[src/rtl/instr_encoder_loader.sv]
// ---------------------------------------------------------------------------
// instr_encoder_loader
//   Boot/test program loader for the single-cycle core's instruction memory.
//   Accepts field-level instruction requests over a valid/ready handshake,
//   encodes each into a 32-bit RV32I word (R, I-ALU, B, lw, sw, jal) and
//   writes the words to consecutive word addresses starting at BASE_ADDR.
//   Each accepted request appears on the write port one cycle later.
//
//   Optional feature macro: ENC_RANGE_CHECK_EN
//     defined     : out-of-range or misaligned immediates are replaced by a
//                   nop and flag err.
//     not defined : immediates are truncated to the field width and bit 0 is
//                   dropped for B/jal offsets. Only illegal kinds flag err.
//
// Parameters
//   ADDR_W     word-address width, capacity = 2**ADDR_W words
//   BASE_ADDR  byte address of the first word written (word aligned)
//
// Ports
//   clk, reset        rising-edge clock, synchronous active-high reset
//   start             arms a load (sampled in IDLE and DONE only)
//   req_valid/ready   request handshake, ready only while loading
//   req_last          marks the final request of the program
//   req_kind          0 R, 1 I-ALU, 2 B, 3 lw, 4 sw, 5 jal, 6-7 illegal
//   req_rd/rs1/rs2    register fields
//   req_funct3        funct3 for R/I/B (lw/sw always use 3'b010)
//   req_funct7b5      funct7[5] for R, and for I shifts with funct3=101
//   req_imm           signed immediate (byte offset for B/jal)
//   imem_we/addr/wd   instruction memory write port
//   busy              loading or a write still pending
//   done              load finished
//   overflow          capacity reached without req_last (sticky until start)
//   err               illegal request seen this load (sticky until start)
//   instr_count       words written this load
// ---------------------------------------------------------------------------
module instr_encoder_loader #(
    parameter int unsigned ADDR_W    = 8,
    parameter logic [31:0] BASE_ADDR = 32'h0
) (
    input  logic              clk,
    input  logic              reset,
    input  logic              start,
    input  logic              req_valid,
    output logic              req_ready,
    input  logic              req_last,
    input  logic [2:0]        req_kind,
    input  logic [4:0]        req_rd,
    input  logic [4:0]        req_rs1,
    input  logic [4:0]        req_rs2,
    input  logic [2:0]        req_funct3,
    input  logic              req_funct7b5,
    input  logic [31:0]       req_imm,
    output logic              imem_we,
    output logic [31:0]       imem_addr,
    output logic [31:0]       imem_wd,
    output logic              busy,
    output logic              done,
    output logic              overflow,
    output logic              err,
    output logic [ADDR_W:0]   instr_count
);

    localparam logic [31:0]     NOP = 32'h0000_0013;
    localparam logic [ADDR_W:0] CAP = {1'b1, {ADDR_W{1'b0}}};

    typedef enum logic [1:0] {S_IDLE, S_LOAD, S_DONE} state_t;

    state_t          r_state;
    state_t          w_state_nxt;
    logic            w_acc;
    logic            w_clear;
    logic [ADDR_W:0] r_count;
    logic [ADDR_W:0] w_count_inc;
    logic            r_err;
    logic            r_ovf;
    logic            r_vld_p1;
    logic [31:0]     r_wd_p1;
    logic [31:0]     r_addr_p1;
    logic [31:0]     w_word;
    logic            w_bad;
    logic [11:0]     w_imm_i;
    logic            w_range_bad;

    assign w_count_inc = r_count + {{ADDR_W{1'b0}}, 1'b1};

`ifdef ENC_RANGE_CHECK_EN
    // True when v sign-extends from its low 'bits' bits.
    function automatic logic fits_signed(input logic [31:0] v, input int unsigned bits);
        logic signed [31:0] sv;
        sv = $signed(v) >>> (bits - 1);
        return (sv == '0) || (sv == '1);
    endfunction

    always_comb begin
        w_range_bad = 1'b0;
        case (req_kind)
            3'd1, 3'd3, 3'd4: w_range_bad = !fits_signed(req_imm, 12);
            3'd2:             w_range_bad = !fits_signed(req_imm, 13) || req_imm[0];
            3'd5:             w_range_bad = !fits_signed(req_imm, 21) || req_imm[0];
            default:          w_range_bad = 1'b0;
        endcase
    end
`else
    // High immediate bits are deliberately ignored when truncating.
    logic w_unused_imm;
    assign w_unused_imm = ^req_imm[31:21];
    assign w_range_bad  = 1'b0;
`endif

    // Encoder: combinational in front of the accept edge.
    always_comb begin
        w_word  = NOP;
        w_bad   = 1'b0;
        // Immediate shifts (funct3=101) carry funct7 in imm[11:5].
        w_imm_i = req_imm[11:0];
        if (req_funct3 == 3'b101) begin
            w_imm_i = {1'b0, req_funct7b5, 5'b0, req_imm[4:0]};
        end
        case (req_kind)
            3'd0: w_word = {1'b0, req_funct7b5, 5'b0, req_rs2, req_rs1, req_funct3, req_rd, 7'b0110011};
            3'd1: w_word = {w_imm_i, req_rs1, req_funct3, req_rd, 7'b0010011};
            3'd2: w_word = {req_imm[12], req_imm[10:5], req_rs2, req_rs1, req_funct3,
                            req_imm[4:1], req_imm[11], 7'b1100011};
            3'd3: w_word = {req_imm[11:0], req_rs1, 3'b010, req_rd, 7'b0000011};
            3'd4: w_word = {req_imm[11:5], req_rs2, req_rs1, 3'b010, req_imm[4:0], 7'b0100011};
            3'd5: w_word = {req_imm[20], req_imm[10:1], req_imm[11], req_imm[19:12], req_rd, 7'b1101111};
            default: begin
                w_word = NOP;
                w_bad  = 1'b1;
            end
        endcase
        if (w_range_bad) begin
            w_word = NOP;
            w_bad  = 1'b1;
        end
    end

    // Control FSM next state.
    always_comb begin
        w_state_nxt = r_state;
        w_acc       = 1'b0;
        w_clear     = 1'b0;
        case (r_state)
            S_IDLE, S_DONE: begin
                if (start) begin
                    w_clear     = 1'b1;
                    w_state_nxt = S_LOAD;
                end
            end
            S_LOAD: begin
                if (req_valid) begin
                    w_acc = 1'b1;
                    if (req_last || (w_count_inc == CAP)) begin
                        w_state_nxt = S_DONE;
                    end
                end
            end
            default: w_state_nxt = S_IDLE;
        endcase
    end

    // Stage p0 -> p1: control state, counters and sticky flags.
    always_ff @(posedge clk) begin
        if (reset) begin
            r_state  <= S_IDLE;
            r_count  <= '0;
            r_err    <= 1'b0;
            r_ovf    <= 1'b0;
            r_vld_p1 <= 1'b0;
        end else begin
            r_state  <= w_state_nxt;
            r_vld_p1 <= w_acc;
            if (w_clear) begin
                r_count <= '0;
                r_err   <= 1'b0;
                r_ovf   <= 1'b0;
            end else if (w_acc) begin
                // Count moves with the accept so it already reads N during the Nth write.
                r_count <= w_count_inc;
                if (w_bad) begin
                    r_err <= 1'b1;
                end
                if (!req_last && (w_count_inc == CAP)) begin
                    r_ovf <= 1'b1;
                end
            end
        end
    end

    // Stage p0 -> p1: write data, qualified by r_vld_p1 so no reset needed.
    always_ff @(posedge clk) begin
        if (w_acc) begin
            r_wd_p1   <= w_word;
            r_addr_p1 <= BASE_ADDR + (32'(r_count) << 2);
        end
    end

    assign req_ready   = (r_state == S_LOAD);
    assign imem_we     = r_vld_p1;
    assign imem_addr   = r_vld_p1 ? r_addr_p1 : 32'h0;
    assign imem_wd     = r_vld_p1 ? r_wd_p1 : 32'h0;
    assign busy        = (r_state == S_LOAD) || r_vld_p1;
    assign done        = (r_state == S_DONE);
    assign overflow    = r_ovf;
    assign err         = r_err;
    assign instr_count = r_count;

endmodule

[config.mk]
export PLATFORM = sky130hd
export DESIGN_NAME = instr_encoder_loader
export DESIGN_NICKNAME = d
export VERILOG_FILES = /design/src/rtl/instr_encoder_loader.sv
export SDC_FILE = /design/constraint.sdc
export NUM_CORES = 1
export LEC_CHECK = 0
export CAP_MARGIN = 10
export CORE_UTILIZATION = 37
export DETAILED_ROUTE_END_ITERATION = 6
export GPL_TIMING_DRIVEN = 0
export MAX_ROUTING_LAYER = met4
export PLACE_DENSITY = 0.77
export SYNTH_ARGS = -nofsm -noshare
export SYNTH_HDL_FRONTEND = slang
export SYNTH_SLANG_ARGS = --single-unit
[constraint.sdc]
create_clock -name clk -period 1.7 [get_ports clk]
set_input_delay 0.255 -clock clk [delete_from_list [all_inputs] [get_ports clk]]
set_output_delay 0.255 -clock clk [all_outputs]
set_load 0.05 [all_outputs]
==> results.md <==
- Status: finished clean
- Yosys Warn Count: 0
- CP Max Fanout: 8
- First-pass DRT Iterations: 4
- Largest cells by area after synthesis: edfxtp_1 40%, and2_1 10%, dfxtp_1 9.8%, buf_4 6.8%, nor2_1 3.2%
- Largest net degree at the start of global routing: 43
- Most used DFF post-synth: edfxtp_1
- Global route overflow: 0
- RR Endpoint: overflow
- Sequential element share of the synthesized area: 0.4978
- Tightest Hold Check Type: register to register
- Area Overhead vs Synth: 44.48%
- Clock Power Share: 0.243
- Slowest CP cell: clkdlybuf4s15_1
- Yosys top cell area share: 0.3996
- GRT Total Usage: 0.1793
- Pre-CTS setup slack: -0.7100 ns
- Total Power: about 2.8 mW
- Post-synth top cells: 46 x and2_1, 38 x edfxtp_1, 26 x buf_4
- Number of DRC markers in iteration 0: 135
- Buffers plus inverters on the worst setup path: 1
- EDFF count, synth: 38
- Share of cells above drive strength 1: 0.2308
- Hold endpoint: overflow
- CORE AREA: 7370 µm²
- Die width: 89.85 µm
- Die footprint: approximately 8100 µm²
- Nets: 476
- DRT Wirelength: 7115 µm
- Sw frac: 0.3017
- CTS Buf Count: 5
- DR DRC count: 0
- WHS Path Cells: 2
- Final Cell Area: approximately 4100 µm²
- Worst path top cell family by delay: buffers and inverters
- Static Leak: between 1.5 and 2 nW
- Worst Min Path Start: overflow
- Filler Cell Count: 667
- Worst setup EP type: output pin
- CTS tree: yes
- Antenna violations before repair: 0
- DR top layer: met4
- First-pass GRT wire length: approximately 11000 µm
- Synth Area per Inst: 10.12 µm²
- Slew @ Worst Pin: 0.5486 ns
- RR Startpoint: instr_count[0]
- CP Data Required Time: ~1.4 ns
- Worst R2R Setup Slack: around 0.16 ns
- Io pins: around 140
- Final setup viols: 0
- Combinational cell fraction of total power: 0.249
- RSZ-0062 raised after global routing: no
- Row count: 31
- Hold buffers post-CTS: 0
- Remaining antenna violation count after routing: 0
- DRT met1 WL: 2926 µm
- Die Ht: 89.85 µm
- Sink Count: 52
- Post-DP HPWL: 5303 µm
- Setup tns final: 0 ns
- Setup Skew: 0.005376 ns
- Internal power: 1.987 mW
- FF+latch count, synth: 52
- Max Fclk: 607.1 MHz
- Worst-path clk slew: ~0.09 ns
- Drt wl/cell: approximately 14 µm
- Clk buf depth: 2
- Worst VDD drop: 0.3137 mV
- Dpl cells: 506
- Ant. Diodes: 0
- Placed cell area: 4099 µm²
- Synth Instances: 282
- Final Hold Fails: 0
- Yosys top cell by area: edfxtp_1
- Clk root buf: clkbuf_8
- Cell area after synthesis: 2855 µm²
- Via count: 2388
- Met2 wire len: roughly 3600 µm
- GPL Wtd Cong: 0.8195
- WHS: 0.4924 ns
- Sequential power share: 0.507
- Met3 Routed Length: 413 µm
- Slowest stage delay, CP: 0.55 ns
- Max-Cap Viols: 0
- Finished Core Util: 0.5598
- CTS H-tree lvls: 2
- Post-DR vias/cell: 4.637
- Number of port buffers: 103
- Worst setup margin: 0.05269 ns
- Crit path kind: register to output pin
- Power per cell area: 689.7 nW/µm²
- Reg2Reg Depth: 5
- Final min period: between 1.5 and 2 ns
- CP Launch Type: register
- Non-filler cells, final: 515
- Starting density of the core: 0.3874
- Final period util: 0.9690
- Max Transition Viols Final: 0
- Worst-path cell chain: clkdlybuf4s15_1
- Switch Pwr: approximately 860 µW
- Most frequent cell after synthesis: and2_1
- Slew margin rel.: 0.6343
- Vias in the first global route: 2327
- Clk Latency, worst-skew pair: 0.30 ns
- Yosys cell types: 42
- CP arrival: 1.39 ns
- Post-synthesis async set-or-reset flop share: 0
[cell type report]
| type | instances | area [µm²] | share of cell area |
|---|---|---|---|
| Clock buffer | 6 | 72.57 | 0.01759 |
| Timing Repair Buffer | 105 | 925.9 | 0.2244 |
| Sequential cell | 52 | 1429 | 0.3464 |
| Timing Repair inverter | 1 | 8.758 | 0.002123 |
| Buffer | 37 | 250.2 | 0.06066 |
| Tap cell | 99 | 123.9 | 0.03003 |
| Multi-Input combinational cell | 202 | 1236 | 0.2997 |
| Clock inverter | 2 | 11.26 | 0.002730 |
| Inverter | 11 | 67.56 | 0.01638 |
[metal layers]
metal	global-route usage	up-vias
met4	0.07514	0
met1	0.2068	1080
li1	-	1191
met5	-	-
met3	0.03299	12
met2	0.3064	105
[cell families (layout without fill, tap and decap cells)]
group,Yosys count,count (layout),share of synthesized area
mux,6,6,0.02104
xor+xnor,10,10,0.03068
other cells,1,23,0.001313
buf+inv,50,162,0.1003
flops,52,52,0.4978
fa+ha+maj,2,2,0.008763
simple gates,111,111,0.2213
compound gates,50,50,0.1188
[sequential cells by signal, summed over array words and instances, names as in the netlist]
signal       count
overflow         1
instr_count      9
r_addr_p1        9
r_state          2
r_wd_p1         29
err              1
imem_we          1
[layout by cell type, fill, tap and decap left out, types with 4 or more instances in the layout]
| cell | Yosys | routed |
|---|---|---|
| a21oi_1 | 13 | 13 |
| clkbuf_1 | 11 | 4 |
| o22ai_1 | 10 | 10 |
| conb_1 | 1 | 23 |
| nand2b_1 | 6 | 6 |
| o21bai_1 | 5 | 5 |
| clkbuf_2 | 0 | 4 |
| clkdlybuf4s50_1 | 0 | 47 |
| inv_1 | 10 | 10 |
| clkbuf_8 | 0 | 5 |
| edfxtp_1 | 38 | 38 |
| buf_4 | 26 | 33 |
| xor2_1 | 7 | 7 |
| clkdlybuf4s15_2 | 0 | 8 |
| dlygate4sd2_1 | 0 | 12 |
| nand3b_1 | 4 | 4 |
| a2bb2oi_1 | 5 | 5 |
| nand2_1 | 11 | 11 |
| nand3_1 | 4 | 4 |
| buf_6 | 0 | 6 |
| nor2_1 | 24 | 23 |
| and2_1 | 46 | 45 |
| mux2i_1 | 6 | 6 |
| dfxtp_1 | 14 | 10 |
| o21ai_1 | 4 | 4 |
| nor2b_1 | 6 | 6 |
| buf_2 | 1 | 23 |
[power by group through the flow]
stage / registers, mW / logic [mW] / clock network [mW]
global route: 1.45 / 0.752 / 0.755
floorplan: 1.48 / 0.453 / 0
global placement: 1.47 / 0.695 / 0
finish: 1.44 / 0.710 / 0.692
CTS: 1.44 / 0.705 / 0.697
detailed placement: 1.48 / 0.705 / 0
[worst max-delay path by stage]
stage / endpoint / depth (start not counted) / startpoint
3_3_place_gp: instr_count[3] / 6 / req_valid
4_1_cts: imem_wd[7] / 3 / imem_we
6_report: instr_count[4] / 1 / instr_count[4]
2_1_floorplan: overflow / 5 / instr_count[3]
5_1_grt: imem_wd[26] / 4 / imem_we
3_5_place_dp: instr_count[3] / 6 / req_valid
[what timing repair did]
action / in CTS / in global routing
hold endpoints to repair: 0 / 0
resized for setup: 192 / 48
setup endpoints to repair: 100 / 46
pin swaps: 0 / 1
gates cloned: 0 / 1
setup buffers: 0 / 2
Note: power is estimated with default switching activity, not from simulation.
